File: src/rtl/prio_enc_pkg.sv
// Shared constants and helpers for the parametrised priority / round-robin encoder.
// The clog2 helper sizes the encoded index on tools without a usable $clog2.
package prio_enc_pkg;

    localparam logic MODE_FIXED = 1'b0;
    localparam logic MODE_RR    = 1'b1;

    // Returns ceil(log2(value)), with a floor of 1 so that N=1 still yields a 1-bit index.
    function automatic int clog2(input int value);
        int result;
        int span;
        result = 0;
        span   = 1;
        while (span < value) begin
            span   = span * 2;
            result = result + 1;
        end
        if (result == 0) begin
            result = 1;
        end
        return result;
    endfunction

endpackage

File: src/rtl/rr_pick.sv
// Round-robin search: lowest set request at or above ptr, else lowest set request overall.
// Purely combinational; the caller owns the pointer register.
module rr_pick #(
    parameter int N = 8,
    parameter int W = 3
) (
    input  logic [N-1:0] req,
    input  logic [W-1:0] ptr,
    output logic [W-1:0] idx,
    output logic         any
);

    logic [N-1:0] masked;
    logic [W-1:0] masked_idx;
    logic [W-1:0] plain_idx;
    logic         masked_any;

    generate
        for (genvar gi = 0; gi < N; gi++) begin : g_mask
            assign masked[gi] = req[gi] && (gi >= int'(ptr));
        end
    endgenerate

    // Walk downwards so the last hit is the lowest set index.
    always_comb begin
        masked_idx = '0;
        plain_idx  = '0;
        for (int i = N - 1; i >= 0; i--) begin
            if (masked[i]) begin
                masked_idx = W'(i);
            end
            if (req[i]) begin
                plain_idx = W'(i);
            end
        end
    end

    assign masked_any = |masked;
    assign any        = |req;
    assign idx        = masked_any ? masked_idx : plain_idx;

endmodule

File: src/rtl/prio_encoder_rr.sv
// Registered N-to-log2(N) encoder with valid/ready output, multi-request flag,
// and selectable fixed-priority (highest index) or round-robin arbitration.
module prio_encoder_rr
    import prio_enc_pkg::*;
#(
    parameter  int N = 8,
    localparam int W = clog2(N)
) (
    input  logic         clk,
    input  logic         rst,
    input  logic [N-1:0] req,
    input  logic         mode,
    input  logic         out_ready,
    output logic         out_valid,
    output logic [W-1:0] out_code,
    output logic [N-1:0] out_grant,
    output logic         out_multi
);

    logic         valid_q, valid_d;
    logic [W-1:0] code_q, code_d;
    logic [N-1:0] grant_q, grant_d;
    logic         multi_q, multi_d;
    logic [W-1:0] rr_ptr_q, rr_ptr_d;

    logic         load;
    logic [W-1:0] fixed_idx;
    logic [W-1:0] rr_idx;
    logic         rr_any;
    logic         has_req;
    logic [W-1:0] winner;

    rr_pick #(
        .N (N),
        .W (W)
    ) u_rr_pick (
        .req (req),
        .ptr (rr_ptr_q),
        .idx (rr_idx),
        .any (rr_any)
    );

    // Ascending walk: the last hit is the highest set index.
    always_comb begin
        fixed_idx = '0;
        for (int i = 0; i < N; i++) begin
            if (req[i]) begin
                fixed_idx = W'(i);
            end
        end
    end

    assign load    = ~valid_q | out_ready;
    assign has_req = (mode == MODE_RR) ? rr_any : |req;
    assign winner  = (mode == MODE_RR) ? rr_idx : fixed_idx;

    always_comb begin
        valid_d  = valid_q;
        code_d   = code_q;
        grant_d  = grant_q;
        multi_d  = multi_q;
        rr_ptr_d = rr_ptr_q;
        if (load) begin
            if (has_req) begin
                valid_d = 1'b1;
                code_d  = winner;
                grant_d = N'(1) << winner;
                multi_d = |(req & (req - N'(1)));
                if (mode == MODE_RR) begin
                    // Explicit wrap keeps the pointer inside 0..N-1 for non-power-of-two N.
                    rr_ptr_d = (winner == W'(N - 1)) ? '0 : winner + W'(1);
                end
            end else begin
                valid_d = 1'b0;
                grant_d = '0;
            end
        end
    end

    always_ff @(posedge clk or posedge rst) begin
        if (rst) begin
            valid_q  <= 1'b0;
            code_q   <= '0;
            grant_q  <= '0;
            multi_q  <= 1'b0;
            rr_ptr_q <= '0;
        end else begin
            valid_q  <= valid_d;
            code_q   <= code_d;
            grant_q  <= grant_d;
            multi_q  <= multi_d;
            rr_ptr_q <= rr_ptr_d;
        end
    end

    assign out_valid = valid_q;
    assign out_code  = code_q;
    assign out_grant = grant_q;
    assign out_multi = multi_q;

endmodule

File: config.mk
export PLATFORM = sky130hd
export DESIGN_NAME = prio_encoder_rr
export DESIGN_NICKNAME = d
export VERILOG_FILES = /design/src/rtl/prio_enc_pkg.sv /design/src/rtl/rr_pick.sv /design/src/rtl/prio_encoder_rr.sv
export SDC_FILE = /design/constraint.sdc
export NUM_CORES = 1
export LEC_CHECK = 0
export CAP_MARGIN = 10
export CORE_ASPECT_RATIO = 0.75
export CORE_MARGIN = 2
export CORE_UTILIZATION = 35
export CTS_CLUSTER_DIAMETER = 200
export DETAILED_ROUTE_END_ITERATION = 12
export GPL_TIMING_DRIVEN = 0
export PLACE_DENSITY = 0.62
export SETUP_SLACK_MARGIN = 0.3
export SLEW_MARGIN = 20
export SYNTH_ARGS = -nofsm -noshare
export SYNTH_HDL_FRONTEND = slang
export SYNTH_SLANG_ARGS = --single-unit
File: constraint.sdc
create_clock -name clk -period 2.8 [get_ports clk]
set_clock_uncertainty 0.15 [all_clocks]
set_input_delay 0.28 -clock clk [delete_from_list [all_inputs] [get_ports clk]]
set_output_delay 0.28 -clock clk [all_outputs]
set_load 0.02 [all_outputs]
Yosys cells after proc, flatten, opt, wreduce, memory -nomap -nowiden
Index checks and enable logic that the tools add are counted.

Reductions and logical operators: 12. Multiplexer cells: 27. $add $sub $neg: 2. Shift-type cells: 1. Equal/unequal tests: 1. $lt $le $gt $ge: 7. Bitwise logic cells: 3.

Operator list (number): two-way mux 3 bit (22); OR reduction 8 bit (3); >= comparator 3 bit (first input constant) (3); AND 8 bit (1); two-way mux 8 bit (1); << shifter 1 x 3 -> 8 bit (first input constant) (1); subtractor 8 x 1 -> 8 bit (second input constant) (1); logical AND 1 bit (7); >= comparator 1 x 3 -> 1 bit (first input constant) (2); >= comparator 2 x 3 -> 1 bit (first input constant) (2); two-way mux 2 bit (2); adder 3 x 1 -> 3 bit (second input constant) (1); == test 3 bit (second input constant) (1); AND reduction 3 bit (1); two-way mux 1 bit (2); AND reduction 2 bit (1); inverter 1 bit (1); OR 1 bit (1).

Register bits: 16. Word-level logic and storage cells: 58. Output and inout port bits: 13. Input port bits: 12.

Logic depth before layout (Yosys ltp)
Gate-level depths: netlist of run 1.

Depth in word-level cells: 13. Depth in mapped cells: 9.

Cells and area by module
Synthesis of run 1 repeated with hierarchy kept, for this count alone.

Cells, all modules: 121. Area total of the unflattened synthesis: 1108.6 um^2.

By module, submodules not included: prio_encoder_rr (area an instance 858.3 um^2, cells each 78, seq. area each 400.4 um^2, times used 1); rr_pick (area an instance 250.2 um^2, cells each 43, seq. area each 0.0 um^2, times used 1).

Worst setup path after synthesis of run 1
OpenSTA, ideal clock, no wires.

Path kind: flip-flop to flip-flop. Start point: register rr_ptr_q[2]. End point: register rr_ptr_q[2]. Path slack: 0.442 ns. Arrival time: 2.081 ns. Clock period less this slack: 2.358 ns. Cell stages (with the launch flop): 10. Buffers on the path: 1. Library setup time: 0.128 ns. Path through: dfrtp_1 -> buf_4 -> nand2_1 -> a2111oi_4 -> o31ai_2 -> a211oi_2 -> nor2_1 -> ha_1 -> ha_1 -> mux2_1.

Cells in the longest elaborated chain, start to end: 13. Elaborated cells on any way between the ends: 27. Those cells by class: add/sub (1); order compare (7); eq/ne (1); mux (10); reduce/logical (8).

Ends and longest elaborated chain: from (decl) (line prio_encoder_rr.sv:24) `logic [W-1:0] rr_ptr_q, rr_ptr_d;`; from (signal assigned) (line prio_encoder_rr.sv:92) `rr_ptr_q <= rr_ptr_d;`; >= comparator 3 bit (line rr_pick.sv:20) `assign masked[gi] = req[gi] && (gi >= int'(ptr));`; logical AND 1 bit (line rr_pick.sv:20); two-way mux 3 bit (7 in a row) (line rr_pick.sv:29) `if (masked[i]) begin`; two-way mux 3 bit (*) (line rr_pick.sv:40) `assign idx = masked_any ? masked_idx : plain_idx;`; two-way mux 3 bit (*) (line prio_encoder_rr.sv:55) `assign winner = (mode == MODE_RR) ? rr_idx : fixed_idx;`; named net winner[0] (line prio_encoder_rr.sv:31) `logic [W-1:0] winner;`; adder 3 x 1 -> 3 bit or == test 3 bit (tied branches) (line prio_encoder_rr.sv:71) `rr_ptr_d = (winner == W'(N - 1)) ? '0 : winner + W'(1);`; two-way mux 3 bit (*) (line prio_encoder_rr.sv:71).

Mark *: on every way through the listed nets, which the timed path passes. The rest lies on a longest branch. A chain may end at the register's enable or synchronous reset.

Worst setup path after layout of run 1
Start point: input port req[6]. End point: register rr_ptr_q[2].

Cells in the longest elaborated chain, start to end: 12. Elaborated cells on any way between the ends: 25. Those cells by class: add/sub (1); eq/ne (1); mux (19); reduce/logical (4).

Ends and longest elaborated chain: from (decl) (line prio_encoder_rr.sv:11) `input logic [N-1:0] req,`; logical AND 1 bit (line rr_pick.sv:20); two-way mux 3 bit (7 in a row) (line rr_pick.sv:29); two-way mux 3 bit (line rr_pick.sv:40); two-way mux 3 bit (*) (line prio_encoder_rr.sv:55); named net winner[1] (line prio_encoder_rr.sv:31); adder 3 x 1 -> 3 bit or == test 3 bit (tied branches) (line prio_encoder_rr.sv:71); two-way mux 3 bit (*) (line prio_encoder_rr.sv:71).

Marks and branches as above.

==> flow_summary.toml, run 1 <==
[outcome]
status = "finished clean"

[final_layout]
layout-area-overhead-vs-synth_pct = 35.8
nNetsFinal = 180
instances_no_fill = 202
layout-drive-gt1-share = 0.259
antenna_cells = 0
design_area_mm2 = 0.00163

[run]
cap_violations = 0

[clock_tree]
path_clk_slew_ns = 0.07
htreeDepth = 1
cts_inserted_buffers = 3
cts_tree = "built"
ctsHoldBuffers = 0
clock_latency_ns = 0.25
root_buffer = "clkbuf_8"
clockBufferDepth = 2
cts.sinks = 16

[setup_path]
crit_type = "in2reg"
required_ns = 2.79
crit_fanout = 8
critPathArrivalTime_ns = 2.34
worst_setup_path_end_kind = "flop"
startpoint_type = "input port"

[synth]
synthArstFlopShare = 1.00
postSynthAreaPerCell_um2 = 9.25
synth-edff-count = 0
synth-seq-area-share = 0.333
syn-num-nets = 147
synth_area_leaders = "dfrtp_1, ha_1, nand2_1"
netlist_area_mm2 = 0.00120
ys_types = 48
yosysTopAreaCellShare = 0.333
synth_cells = 130
synth_top_area_cell = "dfrtp_1"
synth_seq_cells = 16
yosysWarnings = 0
synth_top_flop_cell = "dfrtp_1"

[floorplan]
dieArea_mm2 = 0.00393
io_pins = 25
die_y_um = 54.8
coreArea_mm2 = 0.00329
start_util = 0.366
fp-row-count = 18
die_w_um = 71.7

[route]
route.detailed.wl_per_inst_um = 15.0
wl_met3_um = 133
drt-initial-drc-count = 61
top_layer = "met4"
vias = 1093
drt_wl_total_um = 3030
dr.pass1.iters = 4
drtAntennaViolNets = 0
met2_length_um = 1410
drc = 0
avgViaCountPerCell = 5.41
drt-met1-wl_um = 1470

[sta]
holdWs_ns = 0.193
min_period_ns = 2.35
drv_slew = 0
fmax_mhz = 426
setup_viol = 0
worstMarginPinSlew_ns = 0.611
rsz0062_at_grt = "no"
fin_crit_sh = 0.839
timing.slew.headroom = 0.592
final_hold_viol_count = 0

[worst_hold_path]
hp-class = "in2reg"

[power_and_ir_drop]
p_leak_nw = 0.670
p_per_area_mw_per_mm2 = 763
ir_drop_v = 0.000324

[place]
post-place-cells = 191
dpl_cell_area_mm2 = 0.00146
dp_hpwl_um = 2140
io_buffers = 21
gp_congestion = 0.846

[global_routing]
gr-total-overflow = 0
grt_max_degree = 17
grt_pass1_wl_um = 4900
track_usage = 0.163
grt_antenna_before_repair = 0
grt_pass1_vias = 1035
registers in the layout, summed over array words and instances (netlist names):
register / cells
rr_ptr_q: 3
out_valid: 1
out_code: 3
out_multi: 1
out_grant: 8
per-stage QoR:
step           setup WS, ns  TNS, ns  total power, mW  utilization
2_1_floorplan         0.442        0            0.721            -
3_3_place_gp         -0.231   -0.249            0.892        0.445
3_5_place_dp         -0.279   -0.400            0.898        0.445
4_1_cts               0.303        0             1.17        0.478
5_1_grt               0.334        0             1.34        0.497
6_report              0.450        0             1.25        0.497
layer usage:
| layer | global-route usage | up-vias |
|---|---|---|
| met4 | 0.0472 | 0 |
| met3 | 0.0516 | 2 |
| li1 | - | 541 |
| met5 | 0 | - |
| met1 | 0.218 | 524 |
| met2 | 0.255 | 26 |
critical path, cell delays in order:
cell             delay [ns]
clkdlybuf4s15_1        0.33
nor2_4                 0.25
o311ai_1               0.18
and3_1                 0.25
a211oi_4               0.24
inv_1                  0.11
ha_2                   0.22
ha_4                   0.21
mux2_4                 0.26
cell usage after synthesis (2+ instances only):
cell type	instances
a211oi_2	2
a21oi_1	9
a21oi_2	3
a22o_1	5
and2_1	2
buf_4	3
dfrtp_1	16
ha_1	5
inv_1	6
mux2_1	2
nand2_1	15
nand2b_1	5
nor2_1	8
nor2b_1	3
nor3b_2	2
nor4_2	2
o211ai_1	2
o21ai_0	4
o21ai_1	5
o31a_1	2
o31ai_1	2
final cells by class:
cell class | count | area [um^2]
Tap cell | 40 | 50.0
Timing Repair Buffer | 28 | 259
Buffer | 6 | 50.0
Clock buffer | 4 | 55.1
Inverter | 7 | 26.3
Fill cell | 308 | 1660
Sequential cell | 16 | 403
Multi-Input combinational cell | 101 | 790
power breakdown:
| group | leakage [nW] | switching (mW) | internal (mW) |
|---|---|---|---|
| clock | 0.0288 | 0.0841 | 0.125 |
| sequential | 0.192 | 0.0505 | 0.296 |
| combinational | 0.449 | 0.347 | 0.343 |
kinds of logic (layout without fill, tap and decap cells):
group	Yosys count	count (layout)	share of synthesized area
AO/OA/AOI/OAI	44	44	0.292
XOR/XNOR	1	1	0.00729
adder cells (fa/ha/maj)	6	6	0.0604
buffers and inverters	13	45	0.0572
flip-flops	16	16	0.333
multiplexers	2	2	0.0187
AND/OR/NAND/NOR	48	48	0.231
layout by cell type, fill, tap and decap left out, drive strengths merged, types with 2 or more instances in the layout:
cell and instances:
dlygate4sd2 3, buf 13, o211ai 2, ha 5, nor2 9, dfrtp 16, and2 2, o21ai 9
inv 7, a211oi 2, a22o 5, clkdlybuf4s15 2, o31ai 3, mux2 2, clkbuf 4, clkdlybuf4s50 15
nor4 2, nor2b 3, nand2 15, a21oi 12, o31a 2, nand2b 5, nor3b 2
repair_timing:
item | in CTS | in global routing
buffers inserted | 5 | 1
endpoints found under the setup margin | 3 | 1
pin swaps | 4 | 5
resized for setup | 13 | 13
gates cloned | 0 | 1
worst paths after layout:
kind,startpoint,to,slack [ns],cells after the start
worst max-delay path,req[6],rr_ptr_q[2]$_DFFE_PP0P_,0.45,9
worst min-delay path,req[5],out_valid$_DFFE_PP0N_,0.19,3
worst max register to register,rr_ptr_q[0]$_DFFE_PP0P_,rr_ptr_q[2]$_DFFE_PP0P_,0.45,8
worst min register to register,out_grant[4]$_DFFE_PP0N_,out_grant[4]$_DFFE_PP0N_,0.35,2
max in group asynchronous,rst,rr_ptr_q[1]$_DFFE_PP0P_,1.82,2
min in group asynchronous,rst,out_grant[2]$_DFFE_PP0N_,0.25,2
No activity file was read; power rests on OpenSTA's default activity.
==> run 2, diff against run 1 <==
Clock period 2.8 ns to 2.25 ns, I/O delays scaled along.
==> run 2 against run 1 <==
  * The run now ends with setup timing left
  * Sequential share of layout area fell by 2.5 points
  * Critical path depth did not move
  * Largest cell class unchanged
  * Largest power group unchanged
  * Utilization rose by 5.6 points
  * Sequential cell count did not move
  * Combinational power rose by 69%
==> flow_summary.toml, run 2 (synthesis gave the netlist of run 1 again) <==
[power_and_ir_drop]
power_mw = 1.87
p_int_mw = 1.16
ir_drop_v = 0.000460
sw_frac_of_total = 0.383
p_sw_mw = 0.717
p_per_area_mw_per_mm2 = 1030
comb_power_share = 0.627
p_leak_nw = 0.751
power.share.clock = 0.136
seq_power_share = 0.237

[final_layout]
nNetsFinal = 194
layout-drive-gt1-share = 0.398
fin_util = 0.553
largest_reg_flops = 8
layout-area-overhead-vs-synth_pct = 51.1
ff_latch_area_um2 = 403
final_cell_mix = "buf_4, clkdlybuf4s50_1, dfrtp_1, nand2_1, a21oi_1"
nFillCells = 286
antenna_cells = 0
final_common_cell = "buf_4"
multiInputGateArea_um2 = 868

[route]
avgViaCountPerCell = 5.50
drt-initial-drc-count = 74
route.detailed.wl_per_inst_um = 16.5
vias = 1189
drt_wl_total_um = 3560
dr.pass1.iters = 4
drtAntennaViolNets = 0
drc = 0

[floorplan]
start_util = 0.366
die_y_um = 54.8
coreArea_mm2 = 0.00329
io_pins = 25
fp-row-count = 18
die_w_um = 71.7
dieArea_mm2 = 0.00393

[sta]
final_hold_viol_count = 0
holdWs_ns = 0.147
setup_viol = 8
fmax_mhz = 418
worstMarginPinSlew_ns = 0.609
fin_crit_sh = 1.06
rsz0062_at_grt = "yes"
setup_slack_ns = -0.140
drv_slew = 0
timing.slew.headroom = 0.593
min_period_ns = 2.39
setup_tns_ns = -0.537

[global_routing]
grt_pass1_wl_um = 5880
gr-total-overflow = 0
grt_antenna_before_repair = 0
grt_max_degree = 17
track_usage = 0.197
grt_pass1_vias = 1203

[setup_path]
critPathArrivalTime_ns = 2.38
startpoint_type = "flop"
required_ns = 2.24
critPathMaxStageDelay_ns = 0.42
cp_cell_sequence = "buf_6, and3b_2, o22ai_4, nor3b_2, a211oi_2, nor2_2, ha_4, ha_4, mux2_4"
crit_fanout = 5
crit_type = "reg2reg"
crit_top_cell = "ha_4"
slowest_stage = "dfrtp_1"
worst_setup_path_end_kind = "flop"

[place]
dp_hpwl_um = 2290
io_buffers = 21
gp_congestion = 0.951
post-place-ws_ns = -0.637

[outcome]
status = "finished, violations left"
failed_checks = "setup timing"

[clock_tree]
cts.sinks = 16
cts_tree = "built"
path_clk_slew_ns = 0.06
clockBufferDepth = 2
htreeDepth = 1
ctsHoldBuffers = 0
root_buffer = "clkbuf_8"
cts_inserted_buffers = 3
clock_latency_ns = 0.25

[run]
cap_violations = 0

[worst_hold_path]
hp-class = "in2reg"
[run 2: path summary, 6_finish.rpt]
check	startpoint	endpoint	slack [ns]	cells past startpoint
hold reg to reg	out_code[0]$_DFFE_PP0P_	out_code[0]$_DFFE_PP0P_	0.33	2
max in group asynchronous	rst	rr_ptr_q[0]$_DFFE_PP0P_	1.33	2
min in group asynchronous	rst	out_grant[3]$_DFFE_PP0N_	0.19	2
hold / removal	req[5]	out_valid$_DFFE_PP0N_	0.15	3
setup reg to reg	rr_ptr_q[2]$_DFFE_PP0P_	rr_ptr_q[2]$_DFFE_PP0P_	-0.14	9
setup / recovery	rr_ptr_q[2]$_DFFE_PP0P_	rr_ptr_q[2]$_DFFE_PP0P_	-0.14	9
[run 2: critical path, delay by kind of cell (launching register included)]
family	cells	cell delay (ns)
AOI/OAI and AO/OA	2	0.47
adders and majority gates	2	0.39
buffers and inverters	1	0.15
DFF	1	0.42
muxes	1	0.26
and+or+nand+nor	3	0.43
[run 2: power by group through the flow]
stage	Clock, mW	Combinational (mW)	Sequential (mW)
floorplan	0	0.451	0.490
global placement	0	0.721	0.440
detailed placement	0	0.735	0.444
CTS	0.257	1.07	0.441
global route	0.268	1.26	0.459
finish	0.255	1.17	0.444
[run 2: layout make-up]
type / count / share of cell area
inverter: 7 / 0.0145
clock buffer: 4 / 0.0303
multi-input combinational: 101 / 0.478
buffer: 6 / 0.0275
sequential: 16 / 0.222
timing repair buffer: 42 / 0.200
tap: 40 / 0.0275
[run 2: repair_timing]
| action | 4_1_cts | 5_1_grt |
|---|---|---|
| endpoints found under the setup margin | 11 | 12 |
| gates resized for setup | 27 | 9 |
| pin swaps | 10 | 5 |
| buffers inserted | 17 | 3 |
| gates cloned | 1 | 0 |
[run 2: stage by stage]
step | instance area [um^2] | cells
after floorplan | 1230 | 130
after global placement | 1490 | 191
after detailed placement | 1490 | 191
after CTS | 1770 | 213
after global routing | 1820 | 216
final | 1820 | 216
[run 2: metal layers]
layer | global-route usage | share of wire | vias up
li1 | - | - | 568
met1 | 0.258 | 0.45 | 577
met2 | 0.318 | 0.48 | 36
met3 | 0.0534 | 0.045 | 8
met4 | 0.0660 | 0.017 | 0
met5 | 0 | 0 | -
==> RTL edit, RTL diff (settings of run 2) <==
`N` is set to 8 in 2 places; all go to 16.
--- a/src/rtl/rr_pick.sv
+++ b/src/rtl/rr_pick.sv
@@ -2,5 +2,5 @@
 // Purely combinational; the caller owns the pointer register.
 module rr_pick #(
-    parameter int N = 8,
+    parameter int N = 16,
     parameter int W = 3
 ) (
--- a/src/rtl/prio_encoder_rr.sv
+++ b/src/rtl/prio_encoder_rr.sv
@@ -4,5 +4,5 @@
     import prio_enc_pkg::*;
 #(
-    parameter  int N = 8,
+    parameter  int N = 16,
     localparam int W = clog2(N)
 ) (
Ports: changed (resized out_code, out_grant and req); port bits go from 25 to 42. No check against the original RTL was run, so the function may have changed too.
==> RTL edit against run 2 <==
Total power rose by 61%; sequential cell count up 10; critical path type unchanged; worst setup slack worse by 0.44 ns; the flow still finishes with violations (setup timing); routed wire length up 92%; final cell count rose by 82%; final area grew 73%; die area grew 63%; critical path depth grew 1; area after synthesis up 67%.
==> RTL edit: results (changes against run 2) <==
worst hold slack = 0.1914 ns (was 0.1469 ns)
synth cell count leaders = dfrtp_1 (26), nor2_1 (23), nand2_1 (20) (was dfrtp_1 (16), nand2_1 (15), a21oi_1 (9))
Worst R2R Path Depth = 10 (was 9)
worst rel slew slack = 38.30% (was 59.33%)
Worst Setup Slack, final = -0.5842 ns (was -0.1398 ns)
Max rail drop VDD = 0.0005844 V (was 0.0004605 V)
worst-skew pair later-pin latency = 0.27 ns (was 0.25 ns)
1st-pass router iterations = 6 (was 4)
largest net degree at the start of global routing = 27 (was 17)
gpl congestion = 0.8451 (was 0.9508)
final setup fails = 24 (was 8)
syn_nets = 272 (was 147)
status = finished, violations left (unchanged)
CP top delay family = simple AND/OR/NAND/NOR gates (was compound AO/OA/AOI/OAI gates)
post-synthesis mux area share = 1.119% (was 1.873%)
XOR/XNOR Fraction of Synth Area = 0% (was 0.7284%)
WP data arrival = 2.83 ns (was 2.38 ns)
first-pass GRT wire length = 10.51 mm (was 5.878 mm)
CTS clk-pin slew, worst paths = 0.09 ns (was 0.06 ns)
worst stage delay on the critical path = 0.44 ns (was 0.42 ns)
area share of fa/ha/maj cells after synthesis = 4.599% (was 6.035%)
drt wl/cell = 17.40 um (was 16.49 um)
failing checks = setup timing (unchanged)
number of port buffers = 35 (was 21)
Pleak = 0.001234 uW (was 0.0007506 uW)
Seq/Total Area, Yosys = 32.32% (was 33.30%)
DRT Wirelength = 6.837 mm (was 3.562 mm)
Yosys cell types = 62 (was 48)
Detailed Place HPWL = 4.505 mm (was 2.291 mm)
Compound-Gate Fraction of Synth Area = 34.00% (was 29.24%)
largest cells by area after synthesis = dfrtp_1 (32%), a21oi_1 (4.7%), nor2_1 (4.3%), nand2_1 (3.7%), a22o_1 (3.5%) (was dfrtp_1 (33%), ha_1 (5.2%), nand2_1 (4.7%), a21oi_1 (3.7%), a22o_1 (3.6%))
layout cells sized above 1 = 36.48% (was 39.77%)
DR iter-0 viols = 244 (was 74)
total track usage = 20.29% (was 19.67%)
Post-Place Cells = 357 (was 191)
==> RTL edit: changes by cell type after synthesis, moves of 8 or more <==
cell,change
dfrtp_1,+10
nand3_1,+8
inv_1,+8
nor2_1,+15
clkbuf_1,+8
o21ai_0,+10
a21oi_1,+10
==> RTL edit: power by group <==
group / leakage, uW / total (uW) / internal [uW] / switching, uW
clock: 0.0000288 / 302 / 157 / 146
combinational: 0.000876 / 2060 / 997 / 1070
sequential: 0.000329 / 657 / 577 / 79.9
total: 0.00123 / 3020 / 1730 / 1290
==> RTL edit: through the flow <==
step	setup WS (ns)	cell area, um2	TNS, ns
finish	-0.5842	3137	-11.39
detailed placement	-1.360	2521	-26.24
global route	-0.6901	3137	-13.36
global placement	-1.355	2521	-26.01
floorplan	-0.4661	2077	-6.081
CTS	-0.5463	2945	-10.18
==> RTL edit: timing repair <==
action,in CTS,in global routing
setup endpoints to repair,25,25
pin swaps,13,21
resized for setup,63,43
buffers inserted,21,11
hold endpoints to repair,0,0
==> RTL edit: kinds of logic (layout without fill, tap and decap cells) <==
kind of cell,count (synthesis),in the layout
multiplexers,2,2
buffers and inverters,32,103
AND/OR/NAND/NOR,84,84
flip-flops,26,26
AO/OA/AOI/OAI,95,95
adder cells (fa/ha/maj),8,8
==> RTL edit: worst max path at each step <==
stage / from / to / slack [ns] / cells past startpoint
after floorplan: rr_ptr_q[2] / rr_ptr_q[2] / -0.47 / 11
after global placement: req[0] / rr_ptr_q[2] / -1.36 / 12
after detailed placement: req[0] / rr_ptr_q[2] / -1.36 / 12
after CTS: rr_ptr_q[2] / rr_ptr_q[3] / -0.55 / 11
after global routing: rr_ptr_q[0] / rr_ptr_q[3] / -0.69 / 10
final: rr_ptr_q[0] / rr_ptr_q[3] / -0.58 / 10
==> RTL edit: metal layers <==
layer	track usage (%)	up-vias	wire (um)
met5	0	-	0
met4	2.189	0	63
met3	2.717	11	436
met2	30.96	101	3095
met1	31.25	1081	3240
li1	-	1067	-
==> RTL edit: final cells by class <==
| cell class | instances | area, um2 |
|---|---|---|
| fillers | 465 | 2302 |
| repair buffers | 67 | 590.6 |
| inverters | 17 | 78.83 |
| clock buffers | 4 | 55.05 |
| well taps | 75 | 93.84 |
| plain buffers | 15 | 98.84 |
| multi-input cells | 189 | 1568 |
| flip-flops and latches | 26 | 651.9 |
